**src/rtl/tmds_pkg.sv**
```systemverilog
// Shared definitions for the TMDS channel decoder: control tokens, TERC4 table,
// lock FSM states and the TMDS data-symbol decode rule.
package tmds_pkg;

   localparam logic [9:0] CTRL_TOKEN_00 = 10'b1101010100;
   localparam logic [9:0] CTRL_TOKEN_01 = 10'b0010101011;
   localparam logic [9:0] CTRL_TOKEN_10 = 10'b0101010100;
   localparam logic [9:0] CTRL_TOKEN_11 = 10'b1010101011;

   // Entry i is the 10-bit symbol q[9:0] carrying TERC4 nibble i.
   localparam logic [9:0] TERC4_TABLE [16] = '{
      10'b1010011100, 10'b1001100011, 10'b1011100100, 10'b1011100010,
      10'b0101110001, 10'b0100011110, 10'b0110001110, 10'b0100111100,
      10'b1011001100, 10'b0100111001, 10'b0110011100, 10'b1011000110,
      10'b1010001110, 10'b1001110001, 10'b0101100011, 10'b1011000011
   };

   localparam logic [3:0] OFFSET_LAST = 4'd9;

   typedef enum logic {
      SEARCH = 1'b0,
      LOCKED = 1'b1
   } lock_state_t;

   function automatic logic [7:0] tmds_data_decode(input logic [9:0] q);
      logic [7:0] d;
      logic [7:0] byte_out;
      d           = q[9] ? ~q[7:0] : q[7:0];
      byte_out[0] = d[0];
      for (int i = 1; i < 8; i++) begin
         byte_out[i] = q[8] ? (d[i] ^ d[i-1]) : ~(d[i] ^ d[i-1]);
      end
      return byte_out;
   endfunction

endpackage

```
**src/rtl/tmds_symbol_decode.sv**
```systemverilog
// Combinational classifier for one aligned 10-bit TMDS symbol: control token,
// TERC4 nibble and video byte are all reported; the caller picks by priority.
module tmds_symbol_decode
   import tmds_pkg::*;
(
   input  logic [9:0] symbol,
   output logic       is_token,
   output logic [1:0] ctrl,
   output logic [7:0] data,
   output logic       is_terc4,
   output logic [3:0] terc4
);

   always_comb begin
      is_token = 1'b0;
      ctrl     = 2'b00;
      is_terc4 = 1'b0;
      terc4    = 4'h0;
      data     = tmds_data_decode(symbol);

      case (symbol)
         CTRL_TOKEN_00: begin is_token = 1'b1; ctrl = 2'b00; end
         CTRL_TOKEN_01: begin is_token = 1'b1; ctrl = 2'b01; end
         CTRL_TOKEN_10: begin is_token = 1'b1; ctrl = 2'b10; end
         CTRL_TOKEN_11: begin is_token = 1'b1; ctrl = 2'b11; end
         default: ;
      endcase

      for (int i = 0; i < 16; i++) begin
         if (symbol == TERC4_TABLE[i]) begin
            is_terc4 = 1'b1;
            terc4    = 4'(i);
         end
      end
   end

endmodule

```
**src/rtl/tmds_channel_decoder.sv**
```systemverilog
// TMDS channel decoder: word alignment search on control tokens, lock tracking and
// 2-stage symbol decode. Define TMDS_DECODE_TERC4_EN to add TERC4 data-island outputs.
module tmds_channel_decoder
   import tmds_pkg::*;
#(
   parameter int LOCK_TOKENS   = 16,
   parameter int SEARCH_WINDOW = 1024,
   parameter int LOSS_WINDOW   = 2048
) (
   input  logic       clk_pixel,
   input  logic       reset,
   input  logic [9:0] raw_word,
   output logic [7:0] decoded,
   output logic [1:0] ctrl,
   output logic       de,
   output logic       locked,
   output logic [3:0] bit_offset
`ifdef TMDS_DECODE_TERC4_EN
   ,
   output logic       island,
   output logic [3:0] terc4
`endif
);

   localparam int TOK_W  = $clog2(LOCK_TOKENS + 1);
   localparam int WIN_W  = $clog2(SEARCH_WINDOW);
   localparam int LOSS_W = $clog2(LOSS_WINDOW);

   localparam logic [TOK_W-1:0]  TOKEN_LOCK = TOK_W'(LOCK_TOKENS);
   localparam logic [WIN_W-1:0]  WIN_LAST   = WIN_W'(SEARCH_WINDOW - 1);
   localparam logic [LOSS_W-1:0] LOSS_LAST  = LOSS_W'(LOSS_WINDOW - 1);

   logic [9:0]        prev_word;
   logic [18:0]       word_pair;
   logic [9:0]        aligned;
   logic [9:0]        sym_q;

   lock_state_t       state, state_next;
   logic [TOK_W-1:0]  token_cnt, token_cnt_next;
   logic [WIN_W-1:0]  win_cnt, win_cnt_next;
   logic [LOSS_W-1:0] loss_cnt, loss_cnt_next;
   logic [3:0]        bit_offset_next;

   logic              sym_is_token;
   logic [1:0]        sym_ctrl;
   logic [7:0]        sym_data;
   logic              sym_is_terc4;
   logic [3:0]        sym_terc4;

   logic [7:0]        decoded_next;
   logic [1:0]        ctrl_next;
   logic              de_next;
`ifdef TMDS_DECODE_TERC4_EN
   logic              island_next;
   logic [3:0]        terc4_next;
`else
   logic              unused_terc4;
   assign unused_terc4 = ^{sym_is_terc4, sym_terc4};
`endif

   // Offsets only reach 9, so the top bit of raw_word is never selected here.
   assign word_pair = {raw_word[8:0], prev_word};

   always_comb begin
      aligned = word_pair[9:0];
      for (int k = 1; k < 10; k++) begin
         if (bit_offset == 4'(k)) aligned = word_pair[k +: 10];
      end
   end

   always_ff @(posedge clk_pixel or posedge reset) begin
      if (reset) begin
         prev_word <= '0;
         sym_q     <= '0;
      end else begin
         prev_word <= raw_word;
         sym_q     <= aligned;
      end
   end

   tmds_symbol_decode u_symbol_decode (
      .symbol   (sym_q),
      .is_token (sym_is_token),
      .ctrl     (sym_ctrl),
      .data     (sym_data),
      .is_terc4 (sym_is_terc4),
      .terc4    (sym_terc4)
   );

   always_ff @(posedge clk_pixel or posedge reset) begin
      if (reset) begin
         state      <= SEARCH;
         token_cnt  <= '0;
         win_cnt    <= '0;
         loss_cnt   <= '0;
         bit_offset <= '0;
      end else begin
         state      <= state_next;
         token_cnt  <= token_cnt_next;
         win_cnt    <= win_cnt_next;
         loss_cnt   <= loss_cnt_next;
         bit_offset <= bit_offset_next;
      end
   end

   // A completed token run takes priority over the window expiring in the same cycle.
   always_comb begin
      state_next      = state;
      token_cnt_next  = token_cnt;
      win_cnt_next    = win_cnt;
      loss_cnt_next   = loss_cnt;
      bit_offset_next = bit_offset;
      case (state)
         SEARCH: begin
            if (token_cnt == TOKEN_LOCK) begin
               state_next     = LOCKED;
               token_cnt_next = '0;
               win_cnt_next   = '0;
               loss_cnt_next  = '0;
            end else if (win_cnt == WIN_LAST) begin
               bit_offset_next = (bit_offset == OFFSET_LAST) ? 4'd0 : bit_offset + 4'd1;
               token_cnt_next  = '0;
               win_cnt_next    = '0;
            end else begin
               win_cnt_next   = win_cnt + 1'b1;
               token_cnt_next = sym_is_token ? token_cnt + 1'b1 : '0;
            end
         end
         LOCKED: begin
            if (sym_is_token) begin
               loss_cnt_next = '0;
            end else if (loss_cnt == LOSS_LAST) begin
               state_next     = SEARCH;
               token_cnt_next = '0;
               win_cnt_next   = '0;
               loss_cnt_next  = '0;
            end else begin
               loss_cnt_next = loss_cnt + 1'b1;
            end
         end
         default: state_next = SEARCH;
      endcase
   end

   // Outputs follow the state being entered so they stay aligned with 'locked'.
   always_comb begin
      decoded_next = decoded;
      ctrl_next    = ctrl;
      de_next      = 1'b0;
`ifdef TMDS_DECODE_TERC4_EN
      island_next  = 1'b0;
      terc4_next   = terc4;
`endif
      if (state_next != LOCKED) begin
         decoded_next = '0;
         ctrl_next    = '0;
`ifdef TMDS_DECODE_TERC4_EN
         terc4_next   = '0;
`endif
      end else if (sym_is_token) begin
         ctrl_next = sym_ctrl;
`ifdef TMDS_DECODE_TERC4_EN
      end else if (sym_is_terc4) begin
         island_next = 1'b1;
         terc4_next  = sym_terc4;
`endif
      end else begin
         de_next      = 1'b1;
         decoded_next = sym_data;
      end
   end

   always_ff @(posedge clk_pixel or posedge reset) begin
      if (reset) begin
         decoded <= '0;
         ctrl    <= '0;
         de      <= 1'b0;
`ifdef TMDS_DECODE_TERC4_EN
         island  <= 1'b0;
         terc4   <= '0;
`endif
      end else begin
         decoded <= decoded_next;
         ctrl    <= ctrl_next;
         de      <= de_next;
`ifdef TMDS_DECODE_TERC4_EN
         island  <= island_next;
         terc4   <= terc4_next;
`endif
      end
   end

   assign locked = (state == LOCKED);

endmodule
```
**config.mk**
```make
export PLATFORM = sky130hd
export DESIGN_NAME = tmds_channel_decoder
export DESIGN_NICKNAME = d
export VERILOG_FILES = /design/src/rtl/tmds_pkg.sv /design/src/rtl/tmds_symbol_decode.sv /design/src/rtl/tmds_channel_decoder.sv
export SDC_FILE = /design/constraint.sdc
export NUM_CORES = 1
export LEC_CHECK = 0
export BUFFER_PORTS_ARGS = -buffer_cell sky130_fd_sc_hd__buf_2
export CORE_MARGIN = 1.5
export CORE_UTILIZATION = 52
export DETAILED_ROUTE_END_ITERATION = 16
export PLACE_DENSITY = 0.7
export SETUP_SLACK_MARGIN = 0.02
export SYNTH_ARGS = -nofsm -noshare
export SYNTH_HDL_FRONTEND = slang
export SYNTH_SLANG_ARGS = --single-unit
```
**constraint.sdc**
```tcl
create_clock -name clk_pixel -period 4.7 [get_ports clk_pixel]
set_clock_uncertainty 0.15 [all_clocks]
set_input_delay 0.235 -clock clk_pixel [delete_from_list [all_inputs] [get_ports clk_pixel]]
set_output_delay 0.235 -clock clk_pixel [all_outputs]
set_load 0.02 [all_outputs]
```
After elaboration in Yosys (flattened, before gate mapping). Index checks and enable logic that the tools add are counted. Widths: inputs -> output; s select.

$add $sub $neg: 4. Equal/unequal tests: 21. Reduce and logical (&&, ||, !) cells: 3. Bitwise logic cells: 17. Muxes and demuxes: 45.

Operator list (number): $mux 10 (13); $mux 11 (3); $eq 10x10->1 const B (3); $mux 5 (5); $mux 8 (3); $pmux 11 s2 (1); $pmux 10 s2 (1); $eq 4x3->1 const B (4); $mux 1 (13); $add 11x1->11 const B (1); $eq 11x11->1 const B (1); $add 10x1->10 const B (1); $eq 10x8->1 const B (1); $eq 10x9->1 const B (1); $pmux 5 s2 (1); $not 1->1 (9); $eq 4x2->1 const B (2); $eq 4x4->1 const B (2); $not 8->8 (1); $xor 1x1->1 (7); $ne 2x2->1 const B (3); $pmux 2 s3 (1); $add 5x1->5 const B (1); $eq 5x5->1 const B (1); other kinds (9) (11).

Input bits: 12. Word-level logic and storage cells: 100. Output and inout bits: 16. Bits in registers: 62.

Depth between registers and ports, before layout.
Depth after elaboration: 10. Mapped depth: 7.

By module. A second synthesis with hierarchy kept.

Cell total of the unflattened synthesis: 496. Area, all modules: 4359.2 um^2.

Modules (own cells, without submodules): tmds_channel_decoder (sequential area each 1551.5 um^2, cells an instance 418, instances 1, area each 3764.9 um^2); tmds_symbol_decode (sequential area each 0.0 um^2, cells an instance 78, instances 1, area each 594.3 um^2).

Worst setup path after synthesis. No wires, ideal clock.

Kind: reg2reg. From: register bit_offset[2]. To: register sym_q[8]. Period minus slack after synthesis: 2.021 ns. Buffers on the path: 2. Data arrival time: 1.751 ns. Setup slack: 2.679 ns. Data required time: 4.430 ns. Stages on the path, launching flop included: 8. Library setup time: 0.120 ns. Cells stage by stage: dfrtp_1 buf_2 or3b_2 clkbuf_1 o21ai_0 a21oi_1 a22o_1 a31o_2.

Word-level cells in the longest chain between the ends: 10.

Ends and longest elaborated chain: start: declaration (RTL line tmds_channel_decoder.sv:17) `output logic [3:0] bit_offset`; start signal: assignment (RTL line tmds_channel_decoder.sv:102) `bit_offset <= bit_offset_next;`; $eq 4x1->1 (RTL line tmds_channel_decoder.sv:67) `if (bit_offset == 4'(k)) aligned = word_pair[k +: 10];`; $mux 10 (8 in series) (RTL line tmds_channel_decoder.sv:67); $mux 10 * (RTL line tmds_channel_decoder.sv:67); via aligned[8] (RTL line tmds_channel_decoder.sv:35) `logic [9:0] aligned;`; end signal: assignment (RTL line tmds_channel_decoder.sv:77) `sym_q <= aligned;`; end: declaration (RTL line tmds_channel_decoder.sv:36) `logic [9:0] sym_q;`.

Mark *: on every way through the listed nets, which the timed path passes. The rest lies on a longest branch. A chain may end at the register's enable or synchronous reset.

Worst setup path after layout. Ends and elaborated chain as after synthesis.

==> impl_metrics.csv <==
group,metric,value,unit
status,outcome,"finished, final reports clean",
pwr,cellPowerDensity,246,nW/um^2
worst_hold_path,whs_path_depth,2,
critical_path,cp_data_arrival_time,3.05,ns
routing,drtAntennaViolNets,0,
die,floorplan.core_area,7330,um^2
place,detail_placement_hpwl,6570,um
grt,via_count_of_the_first_global_routing_pass,3392,
routing,route.detailed.vias_per_inst,6.20,
cells_and_area,design.final.nets,499,
clocking,cts_root_buffer,"sky130_fd_sc_hd__clkbuf_8",
job,max_cap_violations,0,
place,finalWeightedCongestion,0.951,
logic_synthesis,synth.yosys.seq_area_share,0.388,
logic_synthesis,synth.lib_cells_used.distinct,64,
die,floorplan.die.height,90.6,um
die,die_w,90.6,um
place,place.port_buffers,27,
die,die_area,8220,um^2
sta,final.setup.tns,0,ns
grt,grt_pass1_wl,17000,um
sta,final_count_of_pins_violating_max_slew,0,
clocking,htree_levels,3,
pwr,vdd_ir_drop_max,154,uV
cells_and_area,postLayoutCellArea,4430,um^2
critical_path,crit_fanout,29,
sta,fin_crit_sh,0.620,
routing,totalWireLength,9970,um
logic_synthesis,mappedNetlistNets,478,
logic_synthesis,number_of_flops_mapped_to_enable_cells_by_yosys,0,
clocking,cts_repair_resize_count,0,
cells_and_area,layout_area_growth_over_synthesis,10.9,%
pwr,post-layout-total-power,1.09,mW
logic_synthesis,post_syn_instances,462,
clocking,clk_pin_slew_worst_paths,0.07,ns
logic_synthesis,synthesis.area,3990,um^2
sta,setup_slack,1.78,ns
sta,post-route-min-period,2.92,ns
grt,grt-ovfl-total,0,
cells_and_area,drive_gt1_frac,0.139,
routing,wire_per_inst,17.0,um
clocking,post_cts_hold_buffer_count,11,
logic_synthesis,synth_largest_area_cell,"sky130_fd_sc_hd__dfrtp_1",
logic_synthesis,asyncSetResetFlopFracSynth,1.00,
logic_synthesis,synth_area_per_cell,8.64,um^2
critical_path,rr_worst_depth,5,
critical_path,crit_type,"flop to flop",
critical_path,startpoint_type,"flop",
routing,dr_total_vias,3642,
logic_synthesis,synth_top_flop_cell,"sky130_fd_sc_hd__dfrtp_1",
clocking,worst_case_clock_buffer_depth,2,
routing,drc_errors,0,
clocking,cts_tree,"built",
grt,maximum_number_of_pins_on_one_net_before_global_route_repair,63,
clocking,clock_insertion_delay_worst_skew,0.34,ns
clocking,cts-buffers-inserted,9,
die,start_util,0.545,
sta,setup_viol_count_final,0,
logic_synthesis,synth_top_cells_by_area,"sky130_fd_sc_hd__dfrtp_1 (39%), sky130_fd_sc_hd__o21ai_0 (5.9%), sky130_fd_sc_hd__nand2_1 (3.9%)",
worst_hold_path,hold_path.class,"flop to flop",
sta,grt_setup_unrepaired,"false",
pwr,power.static_leakage,1.81,nW
sta,slew-limit-headroom,0.171,
sta,final-hold-violation-count,0,
cells_and_area,fill_cells,655,
place,place_worst_setup_slack,1.86,ns
sta,worst_slew_pin_slew,1.24,ns
grt,grt_antenna_before_repair,0,
routing,iteration_0_drc_count_of_the_detailed_router,230,
sta,max_freq,343,MHz
critical_path,critical_path_end_type,"flop",
logic_synthesis,synth_warnings,0,
grt,total_routing_resource_utilization_after_global_routing,0.257,
critical_path,critical_path_required,4.83,ns
die,ioPinCount,28,
cells_and_area,insertedDiodeCount,0,
die,rows,31,
place,placed_area,4140,um^2
clocking,post_cts_buffers,0,
logic_synthesis,flip_flop_and_latch_count_after_synthesis,62,
clocking,numClockSinks,62,
routing,dr.pass1.iters,5,
logic_synthesis,synth_top_area_share,0.388,
synth_stat cells (2+ instances only):
| library cell | instances |
|---|---|
| sky130_fd_sc_hd__a221oi_1 | 3 |
| sky130_fd_sc_hd__inv_1 | 15 |
| sky130_fd_sc_hd__o221a_2 | 2 |
| sky130_fd_sc_hd__o2bb2ai_1 | 2 |
| sky130_fd_sc_hd__a31o_2 | 4 |
| sky130_fd_sc_hd__o221ai_1 | 3 |
| sky130_fd_sc_hd__buf_6 | 2 |
| sky130_fd_sc_hd__a21o_1 | 4 |
| sky130_fd_sc_hd__o31ai_1 | 3 |
| sky130_fd_sc_hd__nand2_1 | 41 |
| sky130_fd_sc_hd__o41ai_1 | 2 |
| sky130_fd_sc_hd__nor2b_1 | 11 |
| sky130_fd_sc_hd__xnor2_1 | 16 |
| sky130_fd_sc_hd__clkbuf_1 | 15 |
| sky130_fd_sc_hd__and3_1 | 5 |
| sky130_fd_sc_hd__o211ai_1 | 3 |
| sky130_fd_sc_hd__a31oi_1 | 15 |
| sky130_fd_sc_hd__mux2i_1 | 9 |
| sky130_fd_sc_hd__a2bb2oi_1 | 8 |
| sky130_fd_sc_hd__a32o_1 | 2 |
| sky130_fd_sc_hd__buf_1 | 3 |
| sky130_fd_sc_hd__nor3_1 | 12 |
| sky130_fd_sc_hd__nand3b_1 | 3 |
| sky130_fd_sc_hd__o21ai_0 | 47 |
| sky130_fd_sc_hd__nor2_1 | 35 |
| sky130_fd_sc_hd__a21oi_1 | 28 |
| sky130_fd_sc_hd__and2_1 | 2 |
| sky130_fd_sc_hd__o22ai_1 | 7 |
| sky130_fd_sc_hd__buf_2 | 11 |
| sky130_fd_sc_hd__nand2b_1 | 6 |
| sky130_fd_sc_hd__a22oi_1 | 16 |
| sky130_fd_sc_hd__o21a_1 | 4 |
| sky130_fd_sc_hd__ha_1 | 4 |
| sky130_fd_sc_hd__dfrtp_1 | 62 |
| sky130_fd_sc_hd__xor2_1 | 7 |
| sky130_fd_sc_hd__nand4_1 | 3 |
| sky130_fd_sc_hd__nand3_1 | 16 |
| sky130_fd_sc_hd__a222oi_1 | 2 |
| sky130_fd_sc_hd__or2_2 | 3 |
| sky130_fd_sc_hd__a21oi_2 | 2 |
worst max-delay path, cell delays in order, from the launching register on:
cell                        delay, ns
sky130_fd_sc_hd__dfrtp_1         0.88
sky130_fd_sc_hd__nor2b_1         1.05
sky130_fd_sc_hd__and3_1          0.36
sky130_fd_sc_hd__o2bb2ai_1       0.16
sky130_fd_sc_hd__a22o_1          0.16
sky130_fd_sc_hd__a31o_2          0.09
sequential cells by signal, summed over array words and instances, names as in the netlist:
name and cells:
sym_q 10, win_cnt 10, loss_cnt 11, ctrl 2, locked 1, prev_word 10, token_cnt 5, bit_offset 4
de 1, decoded 8
metrics by stage:
stage / utilization / std cells / hold slack (ns)
after floorplan: - / 462 / 0.116
after global placement: 0.564 / 560 / 0.194
after detailed placement: 0.564 / 560 / 0.195
after CTS: 0.604 / 587 / 0.370
after global routing: 0.604 / 587 / 0.377
final: 0.604 / 587 / 0.371
area by class of cell:
class,count,area (um^2),area share
Multi-Input combinational cell,352,2230,0.504
Sequential cell,62,1550,0.350
Timing Repair Buffer,43,283,0.0638
Clock buffer,12,135,0.0305
Tap cell,99,124,0.0280
Inverter,15,56.3,0.0127
Clock inverter,4,47.5,0.0107
routing by layer:
metal	global-route usage	up-vias	share of wire
met2	0.405	131	0.48
li1	-	1750	-
met3	0.0480	15	0.053
met5	0	-	0
met1	0.346	1746	0.44
met4	0.108	0	0.024
cells in the final DEF (no fill, tap or decap), types with 4 or more instances in the layout:
master	count
sky130_fd_sc_hd__dfrtp_1	61
sky130_fd_sc_hd__o21ai_0	47
sky130_fd_sc_hd__nand2_1	41
sky130_fd_sc_hd__nor2_1	35
sky130_fd_sc_hd__a21oi_1	28
sky130_fd_sc_hd__buf_2	27
sky130_fd_sc_hd__nand3_1	16
sky130_fd_sc_hd__xnor2_1	16
sky130_fd_sc_hd__a22oi_1	16
sky130_fd_sc_hd__inv_1	14
sky130_fd_sc_hd__a31oi_1	14
sky130_fd_sc_hd__nor3_1	12
sky130_fd_sc_hd__nor2b_1	11
sky130_fd_sc_hd__dlygate4sd3_1	11
sky130_fd_sc_hd__mux2i_1	9
sky130_fd_sc_hd__clkbuf_8	9
sky130_fd_sc_hd__a2bb2oi_1	8
sky130_fd_sc_hd__xor2_1	7
sky130_fd_sc_hd__o22ai_1	7
sky130_fd_sc_hd__nand2b_1	6
sky130_fd_sc_hd__and3_1	5
sky130_fd_sc_hd__buf_4	5
sky130_fd_sc_hd__a31o_2	4
sky130_fd_sc_hd__a21o_1	4
sky130_fd_sc_hd__o21a_1	4
sky130_fd_sc_hd__ha_1	4
cell families (layout without fill, tap and decap cells):
group,after synthesis,count (layout),share of synthesized area
simple gates,150,150,0.193
mux,10,10,0.0254
fa+ha+maj,4,4,0.0125
buf+inv,48,74,0.0542
flops,62,62,0.388
compound gates,165,165,0.276
xor+xnor,23,23,0.0504
power breakdown:
group          internal, mW  switching (mW)
clock network         0.244           0.213
registers             0.542          0.0156
logic                0.0356          0.0405
total                 0.822           0.269
worst paths after layout:
path	start	end	slack, ns
min in group asynchronous	reset	win_cnt[0]$_DFFE_PP0P_	0.51
max in group asynchronous	reset	bit_offset[0]$_DFFE_PP0P_	3.35
worst max register to register	bit_offset[2]$_DFFE_PP0P_	sym_q[8]$_DFF_PP0_	1.78
worst min register to register	ctrl[0]$_DFFE_PP0N_	ctrl[0]$_DFFE_PP0N_	0.37
worst min-delay path	ctrl[0]$_DFFE_PP0N_	ctrl[0]$_DFFE_PP0N_	0.37
worst max-delay path	bit_offset[2]$_DFFE_PP0P_	sym_q[8]$_DFF_PP0_	1.78
Power figures use the tool's default switching activity.
